--- config.mk ---
export PLATFORM = sky130hd
export DESIGN_NAME = vector_rename_unit
export DESIGN_NICKNAME = d
export VERILOG_FILES = /design/src/rtl/vector_rename_unit.sv
export SDC_FILE = /design/constraint.sdc
export NUM_CORES = 2
export LEC_CHECK = 0
export BUFFER_PORTS_ARGS = -buffer_cell sky130_fd_sc_hd__buf_2
export CAP_MARGIN = 10
export CORE_MARGIN = 1
export CORE_UTILIZATION = 37
export CTS_CLUSTER_DIAMETER = 50
export DETAILED_ROUTE_END_ITERATION = 10
export PLACE_DENSITY = 0.62
export SETUP_SLACK_MARGIN = 0.2
export SKIP_LAST_GASP = 1
export SYNTH_ARGS = -nofsm -noshare
export SYNTH_HDL_FRONTEND = slang
export SYNTH_SLANG_ARGS = --single-unit
export TNS_END_PERCENT = 50
--- constraint.sdc ---
create_clock -name clk -period 7.7 [get_ports clk]
set_clock_uncertainty 0.2 [all_clocks]
set_input_delay 0.385 -clock clk [delete_from_list [all_inputs] [get_ports clk]]
set_output_delay 0.385 -clock clk [all_outputs]
set_load 0.02 [all_outputs]
--- src/rtl/vector_rename_unit.sv ---
// vector_rename_unit
//   Register rename stage between the vector decoder and the VRF address
//   generators. Maps architectural vector registers (LMUL groups of 1/2/4/8)
//   onto a physical register pool. Destinations get fresh physical registers
//   from a free list, and registers freed at commit are returned to it.
//
// Ports
//   clk, rstn                    clock, async active-low reset
//   instr_vld_i / instr_rdy_o    instruction handshake
//   vs1_i, vs2_i, vd_i           architectural base registers
//   lmul_i                       log2 of group size N
//   vd_wr_i                      instruction writes vd
//   vrf_starting_addr_vld_o/rdy_i  result handshake
//   vrf_starting_raddr0_o/raddr1_o/waddr_o  8 slots of AW bits; slot k = group member k
//   old_preg_o                   8 slots of PW bits, previous mapping of vd+k
//   free_vld_i, free_preg_i      return one physical register per cycle
//   free_cnt_o                   free-list occupancy
//   free_err_o                   one-cycle pulse when a push into a full list is dropped
//
// Configuration macro
//   RENAME_BYPASS_EN : identity mapping, no allocation, free list disabled.
//
// FSM states
//   state   | meaning
//   S_IDLE  | ready for a new instruction; fields latched on accept
//   S_READ  | capture source mappings and old vd mappings
//   S_ALLOC | pop one free preg per cycle into map[vd+k]; stall while empty
//   S_OUT   | present buses until the consumer takes them

module vector_rename_unit #(
  parameter int VLEN         = 4096,
  parameter int VLANE_NUM    = 8,
  parameter int PHYS_REG_NUM = 48,
  localparam int LP_VECTOR_REG_SIZE = VLEN / 32 / VLANE_NUM,
  localparam int PW = $clog2(PHYS_REG_NUM),
  localparam int AW = $clog2(PHYS_REG_NUM * LP_VECTOR_REG_SIZE)
) (
  input  logic            clk,
  input  logic            rstn,
  input  logic            instr_vld_i,
  output logic            instr_rdy_o,
  input  logic [4:0]      vs1_i,
  input  logic [4:0]      vs2_i,
  input  logic [4:0]      vd_i,
  input  logic [1:0]      lmul_i,
  input  logic            vd_wr_i,
  output logic            vrf_starting_addr_vld_o,
  input  logic            vrf_starting_addr_rdy_i,
  output logic [8*AW-1:0] vrf_starting_raddr0_o,
  output logic [8*AW-1:0] vrf_starting_raddr1_o,
  output logic [8*AW-1:0] vrf_starting_waddr_o,
  output logic [8*PW-1:0] old_preg_o,
  input  logic            free_vld_i,
  input  logic [PW-1:0]   free_preg_i,
  output logic [PW:0]     free_cnt_o,
  output logic            free_err_o
);

  localparam int FL_DEPTH = PHYS_REG_NUM - 32;
  localparam int FW       = (FL_DEPTH > 1) ? $clog2(FL_DEPTH) : 1;

  typedef enum logic [1:0] {S_IDLE, S_READ, S_ALLOC, S_OUT} state_t;
  state_t state, state_nxt;

  logic [4:0] vs1_q, vs2_q, vd_q;
  logic [1:0] lmul_q;
  logic       wr_q;
  logic [2:0] k_q;
  logic [3:0] grp_n;
  logic       last_slot;
  logic       pop;
  logic [PW-1:0] pop_preg;

  assign grp_n     = 4'd1 << lmul_q;
  assign last_slot = ({1'b0, k_q} == (grp_n - 4'd1));

  function automatic logic [AW-1:0] base_addr(input logic [PW-1:0] p);
    return AW'(p) * AW'(LP_VECTOR_REG_SIZE);
  endfunction

`ifndef RENAME_BYPASS_EN
  logic [PW-1:0] map_q [32];
  logic [PW-1:0] fl_mem [FL_DEPTH];
  logic [FW-1:0] rd_ptr, wr_ptr;
  logic [PW:0]   cnt_q;
  logic          fl_empty, fl_full, pass_thru, push, pop_mem;

  function automatic logic [PW-1:0] map_rd(input logic [4:0] idx);
    return map_q[idx];
  endfunction

  function automatic logic [FW-1:0] ptr_inc(input logic [FW-1:0] p);
    return (p == FW'(FL_DEPTH - 1)) ? '0 : p + 1'b1;
  endfunction

  assign fl_empty  = (cnt_q == '0);
  assign fl_full   = (cnt_q == (PW+1)'(FL_DEPTH));
  assign pop       = (state == S_ALLOC) && (!fl_empty || free_vld_i);
  // Empty list with a simultaneous push: the pushed preg is handed straight
  // to the allocator and the storage is left untouched.
  assign pass_thru = fl_empty && free_vld_i && (state == S_ALLOC);
  assign pop_mem   = pop && !pass_thru;
  // A pop in the same cycle frees the slot a full-list push needs.
  assign push      = free_vld_i && (!fl_full || pop) && !pass_thru;
  assign pop_preg  = fl_empty ? free_preg_i : fl_mem[rd_ptr];
  assign free_cnt_o = cnt_q;

  always_ff @(posedge clk or negedge rstn) begin
    if (!rstn) begin
      for (int i = 0; i < 32; i++) map_q[i] <= PW'(i);
      for (int i = 0; i < FL_DEPTH; i++) fl_mem[i] <= PW'(32 + i);
      rd_ptr     <= '0;
      wr_ptr     <= '0;
      cnt_q      <= (PW+1)'(FL_DEPTH);
      free_err_o <= 1'b0;
    end else begin
      free_err_o <= free_vld_i && fl_full && !pop;
      if (pop) map_q[5'(vd_q + 5'(k_q))] <= pop_preg;
      if (push) begin
        fl_mem[wr_ptr] <= free_preg_i;
        wr_ptr         <= ptr_inc(wr_ptr);
      end
      if (pop_mem) rd_ptr <= ptr_inc(rd_ptr);
      cnt_q <= cnt_q + (PW+1)'(push) - (PW+1)'(pop_mem);
    end
  end
`else
  logic unused_free;
  assign unused_free = ^{free_vld_i, free_preg_i};

  function automatic logic [PW-1:0] map_rd(input logic [4:0] idx);
    return PW'(idx);
  endfunction

  assign pop        = 1'b0;
  assign pop_preg   = '0;
  assign free_cnt_o = '0;
  assign free_err_o = 1'b0;
`endif

  always_ff @(posedge clk or negedge rstn) begin
    if (!rstn) state <= S_IDLE;
    else       state <= state_nxt;
  end

  always_comb begin
    state_nxt               = state;
    instr_rdy_o             = 1'b0;
    vrf_starting_addr_vld_o = 1'b0;
    case (state)
      S_IDLE: begin
        instr_rdy_o = 1'b1;
        if (instr_vld_i) state_nxt = S_READ;
      end
      S_READ: begin
`ifdef RENAME_BYPASS_EN
        state_nxt = S_OUT;
`else
        state_nxt = wr_q ? S_ALLOC : S_OUT;
`endif
      end
      S_ALLOC: if (pop && last_slot) state_nxt = S_OUT;
      S_OUT: begin
        vrf_starting_addr_vld_o = 1'b1;
        if (vrf_starting_addr_rdy_i) state_nxt = S_IDLE;
      end
      default: state_nxt = S_IDLE;
    endcase
  end

  always_ff @(posedge clk or negedge rstn) begin
    if (!rstn) begin
      vs1_q  <= '0;
      vs2_q  <= '0;
      vd_q   <= '0;
      lmul_q <= '0;
      wr_q   <= 1'b0;
      k_q    <= '0;
      vrf_starting_raddr0_o <= '0;
      vrf_starting_raddr1_o <= '0;
      vrf_starting_waddr_o  <= '0;
      old_preg_o            <= '0;
    end else begin
      case (state)
        S_IDLE: if (instr_vld_i) begin
          vs1_q  <= vs1_i;
          vs2_q  <= vs2_i;
          vd_q   <= vd_i;
          lmul_q <= lmul_i;
          wr_q   <= vd_wr_i;
          k_q    <= '0;
          vrf_starting_raddr0_o <= '0;
          vrf_starting_raddr1_o <= '0;
          vrf_starting_waddr_o  <= '0;
          old_preg_o            <= '0;
        end
        S_READ: begin
          for (int k = 0; k < 8; k++) begin
            if (k < int'(grp_n)) begin
              vrf_starting_raddr0_o[k*AW +: AW] <= base_addr(map_rd(5'(vs1_q + 5'(k))));
              vrf_starting_raddr1_o[k*AW +: AW] <= base_addr(map_rd(5'(vs2_q + 5'(k))));
              if (wr_q) begin
`ifdef RENAME_BYPASS_EN
                vrf_starting_waddr_o[k*AW +: AW] <= base_addr(map_rd(5'(vd_q + 5'(k))));
`else
                old_preg_o[k*PW +: PW] <= map_rd(5'(vd_q + 5'(k)));
`endif
              end
            end
          end
        end
        S_ALLOC: if (pop) begin
          vrf_starting_waddr_o[int'(k_q)*AW +: AW] <= base_addr(pop_preg);
          k_q <= k_q + 3'd1;
        end
        default: ;
      endcase
    end
  end

endmodule
After elaboration in Yosys (flattened, before gate mapping)
Cells that the tools add are included.

Flip-flop bits (word level): 615. Bits in latches: 0. RAM bits: 0. ROM bits: 0. Bits of input ports: 29. Word-level logic and storage cells: 375. Memories kept: 0.

Add/subtract/negate cells: 29. Multipliers: 1. Divide/modulo/power cells: 0. $lt $le $gt $ge: 37. Equal/unequal tests: 20. Shift operators: 3. Mux-type cells: 134. Bitwise operators: 27. Reduce and logical (&&, ||, !) cells: 40.

Operator list (count): binary-select mux 6 bit (select 5 bit) (24); case mux 80 bit (2 select lines) (3); 2-to-1 mux 6 bit (69); bitwise mux 192 bit (1); 2-to-1 mux 10 bit (16); 2-to-1 mux 80 bit (2); greater-or-equal comparator 6 bit (second input constant) (25); inverter 5 -> 6 bit (25); bitwise mux 96 bit (1); case mux 48 bit (2 select lines) (1); bitwise mux 80 bit (1); variable shift 10 x 33 -> 80 bit (first input constant) (1); indexed part select 10 x 33 -> 80 bit (1); adder 5 x 3 -> 5 bit (second input constant) (12); 2-to-1 mux 48 bit (1); negator 7 -> 33 bit (1); AND reduction 4 bit (8); adder 5 x 2 -> 5 bit (second input constant) (6); demux 6 bit (select 5 bit) (1); AND reduction 3 bit (10); binary-select mux 6 bit (select 4 bit) (1); demux 6 bit (select 4 bit) (1); != test 2 bit (second input constant) (12); < comparator 3 x 4 -> 1 bit (first input constant) (4); other kinds (34) (64).

Logic depth before layout (Yosys ltp)
Word-level depth: 9. Gate-level depth with buffers: 19. Depth with buffers taken out: 18.

Worst setup path after synthesis
OpenSTA, ideal clock, no wires.

Kind: register -> register. Start: register vd_q[0]. End: register old_preg_o[30]. Library setup time: 0.133 ns. Data arrival time: 3.559 ns. Slack: 3.808 ns. Cell stages (with the launch flop): 13. Buffers on the path: 6. Cells stage by stage: dfrtp_1 > buf_2 > buf_2 > buf_2 > buf_1 > inv_1 > ha_1 > clkbuf_1 > buf_1 > mux4_2 > mux4_2 > mux2i_1 > o21ai_0.

Longest elaborated chain between the ends: 8.

RTL lines: start: declaration (line 65) `logic [4:0] vs1_q, vs2_q, vd_q;`; start signal: assignment (line 188) `vd_q <= vd_i;`; adder 5 x 3 -> 5 bit (line 206) `old_preg_o[k*PW +: PW] <= map_rd(5'(vd_q + 5'(k)));`; inverter 5 -> 6 bit (not written as such) (line 89) `return map_q[idx];`; binary-select mux 6 bit (select 5 bit) (line 89); 2-to-1 mux 6 bit (not written as such) (2 in a row) (line 89); 2-to-1 mux 6 bit (line 202) `if (wr_q) begin`; 2-to-1 mux 6 bit (line 199) `if (k < int'(grp_n)) begin`; case mux 48 bit (2 select lines) (line 184) `case (state)`; end signal: indexed assignment (line 206); end: declaration (line 52) `output logic [8*PW-1:0] old_preg_o,`.

Every way passes these cells. The select of a mux whose other input is x is not followed. A chain may end at the register's enable or synchronous reset.

Final worst setup path
Start: register vd_q[0]. End: register old_preg_o[1].

Longest elaborated chain between the ends: 7.

RTL lines (line): inverter 5 -> 6 bit (not written as such) (89); binary-select mux 6 bit (select 5 bit) (89); 2-to-1 mux 6 bit (not written as such) (2 in a row) (89); 2-to-1 mux 6 bit (202); 2-to-1 mux 6 bit (199); case mux 48 bit (2 select lines) (184).

Every way passes these cells. The select of a mux whose other input is x is not followed.

==> flow_summary.ini <==
[run_status]
outcome = finished, final reports clean

[finish]
fillCellCount = 11900
final_nets = 3684
multi_input_area_um2 = 31900
drive_gt1_frac = 0.495
register_area_um2 = 14000
area_delta_synth_final_pct = 10.8

[worst_setup_path]
critPathSlowestCell = dfrtp_4
critical_path_class = reg -> reg
path_buf_inv = 2
critPathRequiredTime_ns = 8.03
crit_path_start = vd_q[0]
cp_max_fo = 54
worstPathCellList = buf_4, buf_4, mux4_2, mux4_2, mux2i_1, o21ai_0
regToRegSetupSlack_ns = 2.93
endpoint_kind = flip-flop
r2r_cells = 6
cp-start-kind = flip-flop
rr_startpoint = vd_q[0]
crit_arrival_ns = 5.10
critical-path-top-delay-family = multiplexers
max_stage_delay_ns = 1.00
rr_endpoint = old_preg_o[1]

[sta]
report.final.slew_viol_count = 0
fmax_ghz = 0.210
rsz0062_at_grt = no
hold_viol = 0
slew_headroom = 0.0791
setup_viol = 0
whs_ns = 0.0291
post-route-period-util = 0.620
worst_slew_pin_slew_ns = 1.37
fin_crit_ns = 4.77
setup_ws_ns = 2.93
tns_ns = 0

[logic_synthesis]
synth.top_cell.area_share = 0.408
synth-edff-count = 0
ys_ff_latch = 551
yosys-top-cells-area = mux4_2, dfrtp_1, dfstp_2
synthFlopType = dfrtp_1
yosys_warnings = 0
synth_cell_types = 91
synthCells = 3650
netlist_area_um2 = 48000
synth_largest_area_cell = mux4_2
async_flop_share = 1.00
postSynthAreaPerCell_um2 = 13.2
yosysSeqAreaShare = 0.290
synth_common_cells = mux4_2, dfrtp_1, clkbuf_1
yosysMostFrequentCell = mux4_2

[min_path]
hp-start = instr_vld_i
hold_end = state[1]
hold_path_class = in -> reg
worstHoldPathCells = 4

[clocking]
cts_buffer_depth = 3
cts-root-buf = clkbuf_16
insertion_delay_ns = 0.72
numCtsBuffers = 77
htreeDepth = 3
path_clk_slew_ns = 0.05
cts_tree = done
clkSinkCount = 551

[drt]
drc = 0
firstDrtPassIters = 8
num_vias = 38700
drt-total-wl_um = 203000
drt-initial-drc-count = 6577
avgViaCountPerCell = 7.17
post_drt_wl_per_cell_um = 37.6
ant_nets = 0

[grt]
grt_pass1_vias = 37300
grt_max_degree = 167
grt_usage = 0.305
grt_pass1_wl_um = 286000
overflow = 0
antenna_found_initial = 9

[die]
core_area_um2 = 128000
num_rows = 131
ios = 327
initial_utilization = 0.375
die_w_um = 362
fp.dieArea_um2 = 131000
die_h_um = 362

[place]
hpwl_um = 139000
gp_congestion = 1.06
post-place-ws_ns = 3.05
portBuffers = 262

[run]
maxCapViolCount = 0
area by class of cell:
class | instances | share of cell area
Sequential cell | 551 | 0.263
Multi-Input combinational cell | 2543 | 0.600
Inverter | 46 | 0.00325
Clock inverter | 37 | 0.00917
Tap cell | 1729 | 0.0407
Clock buffer | 106 | 0.0409
Timing Repair Buffer | 374 | 0.0425
Antenna cell | 8 | 0.000376
layout by cell type, fill, tap and decap left out, drive strengths merged, types with 56 or more instances in the layout:
cell type,netlist,layout
a21oi,61,61
buf,254,347
clkbuf,319,106
conb,1,64
dfrtp,422,422
dfstp,129,129
ha,60,60
inv,45,60
mux2,265,265
mux2i,187,187
mux4,870,870
nand2,304,304
nand3,56,56
nor2,90,90
o21ai,234,234
per-stage QoR:
stage,util,cell area [µm²],std cells
finish,0.415,53200,5394
global placement,0.392,50200,5213
global route,0.415,53200,5386
CTS,0.415,53200,5383
detailed placement,0.392,50200,5213
floorplan,-,48300,3713
registers in the layout (all words and copies together), names as in the netlist:
register and count:
wr_q 1, vrf_starting_raddr0_o 48, old_preg_o 48, k_q 3, lmul_q 2, vrf_starting_waddr_o 80, vrf_starting_raddr1_o 48, free_err_o 1
wr_ptr 4, fl_mem 96, vs1_q 5, vs2_q 5, rd_ptr 4, free_cnt_o 7, vd_q 5, state 2
map_q 192
per-layer routing:
metal / global-route usage / vias to the layer above / wire [µm]
met5: 0.00851 / - / 296
met1: 0.361 / 19700 / 65700
li1: - / 14300 / -
met2: 0.433 / 3827 / 84300
met3: 0.159 / 869 / 35400
met4: 0.196 / 10 / 17300
worst min-delay path, cell delays in order:
cell and delay (ns):
buf_2 0.14, inv_1 0.06, a222oi_1 0.13, o21ai_0 0.16
how the worst max path moves through the flow:
stage | end | depth (start not counted)
after global placement | vrf_starting_raddr0_o[55] | 7
final | old_preg_o[1] | 6
after CTS | vrf_starting_raddr0_o[55] | 7
after global routing | vrf_starting_raddr0_o[55] | 7
after detailed placement | vrf_starting_raddr0_o[55] | 7
after floorplan | old_preg_o[30] | 12
timing repair:
item / in CTS / in global routing
hold buffers: 27 / 0
buffers inserted: 0 / 0
hold endpoints to repair: 179 / 0
resized for setup: 0 / 0
cell families (layout without fill, tap and decap cells):
kind of cell | count (synthesis) | in the layout | synth area share
adder cells (fa/ha/maj) | 62 | 62 | 0.0165
AND/OR/NAND/NOR | 574 | 574 | 0.0548
AO/OA/AOI/OAI | 451 | 451 | 0.0591
other | 1 | 72 | 0.0000781
flip-flops | 551 | 551 | 0.290
XOR/XNOR | 70 | 70 | 0.0128
buffers and inverters | 619 | 563 | 0.0571
multiplexers | 1322 | 1322 | 0.509
Power is not shown: default switching activity piles up to over one toggle a cycle in this logic, so the estimate is an artifact.
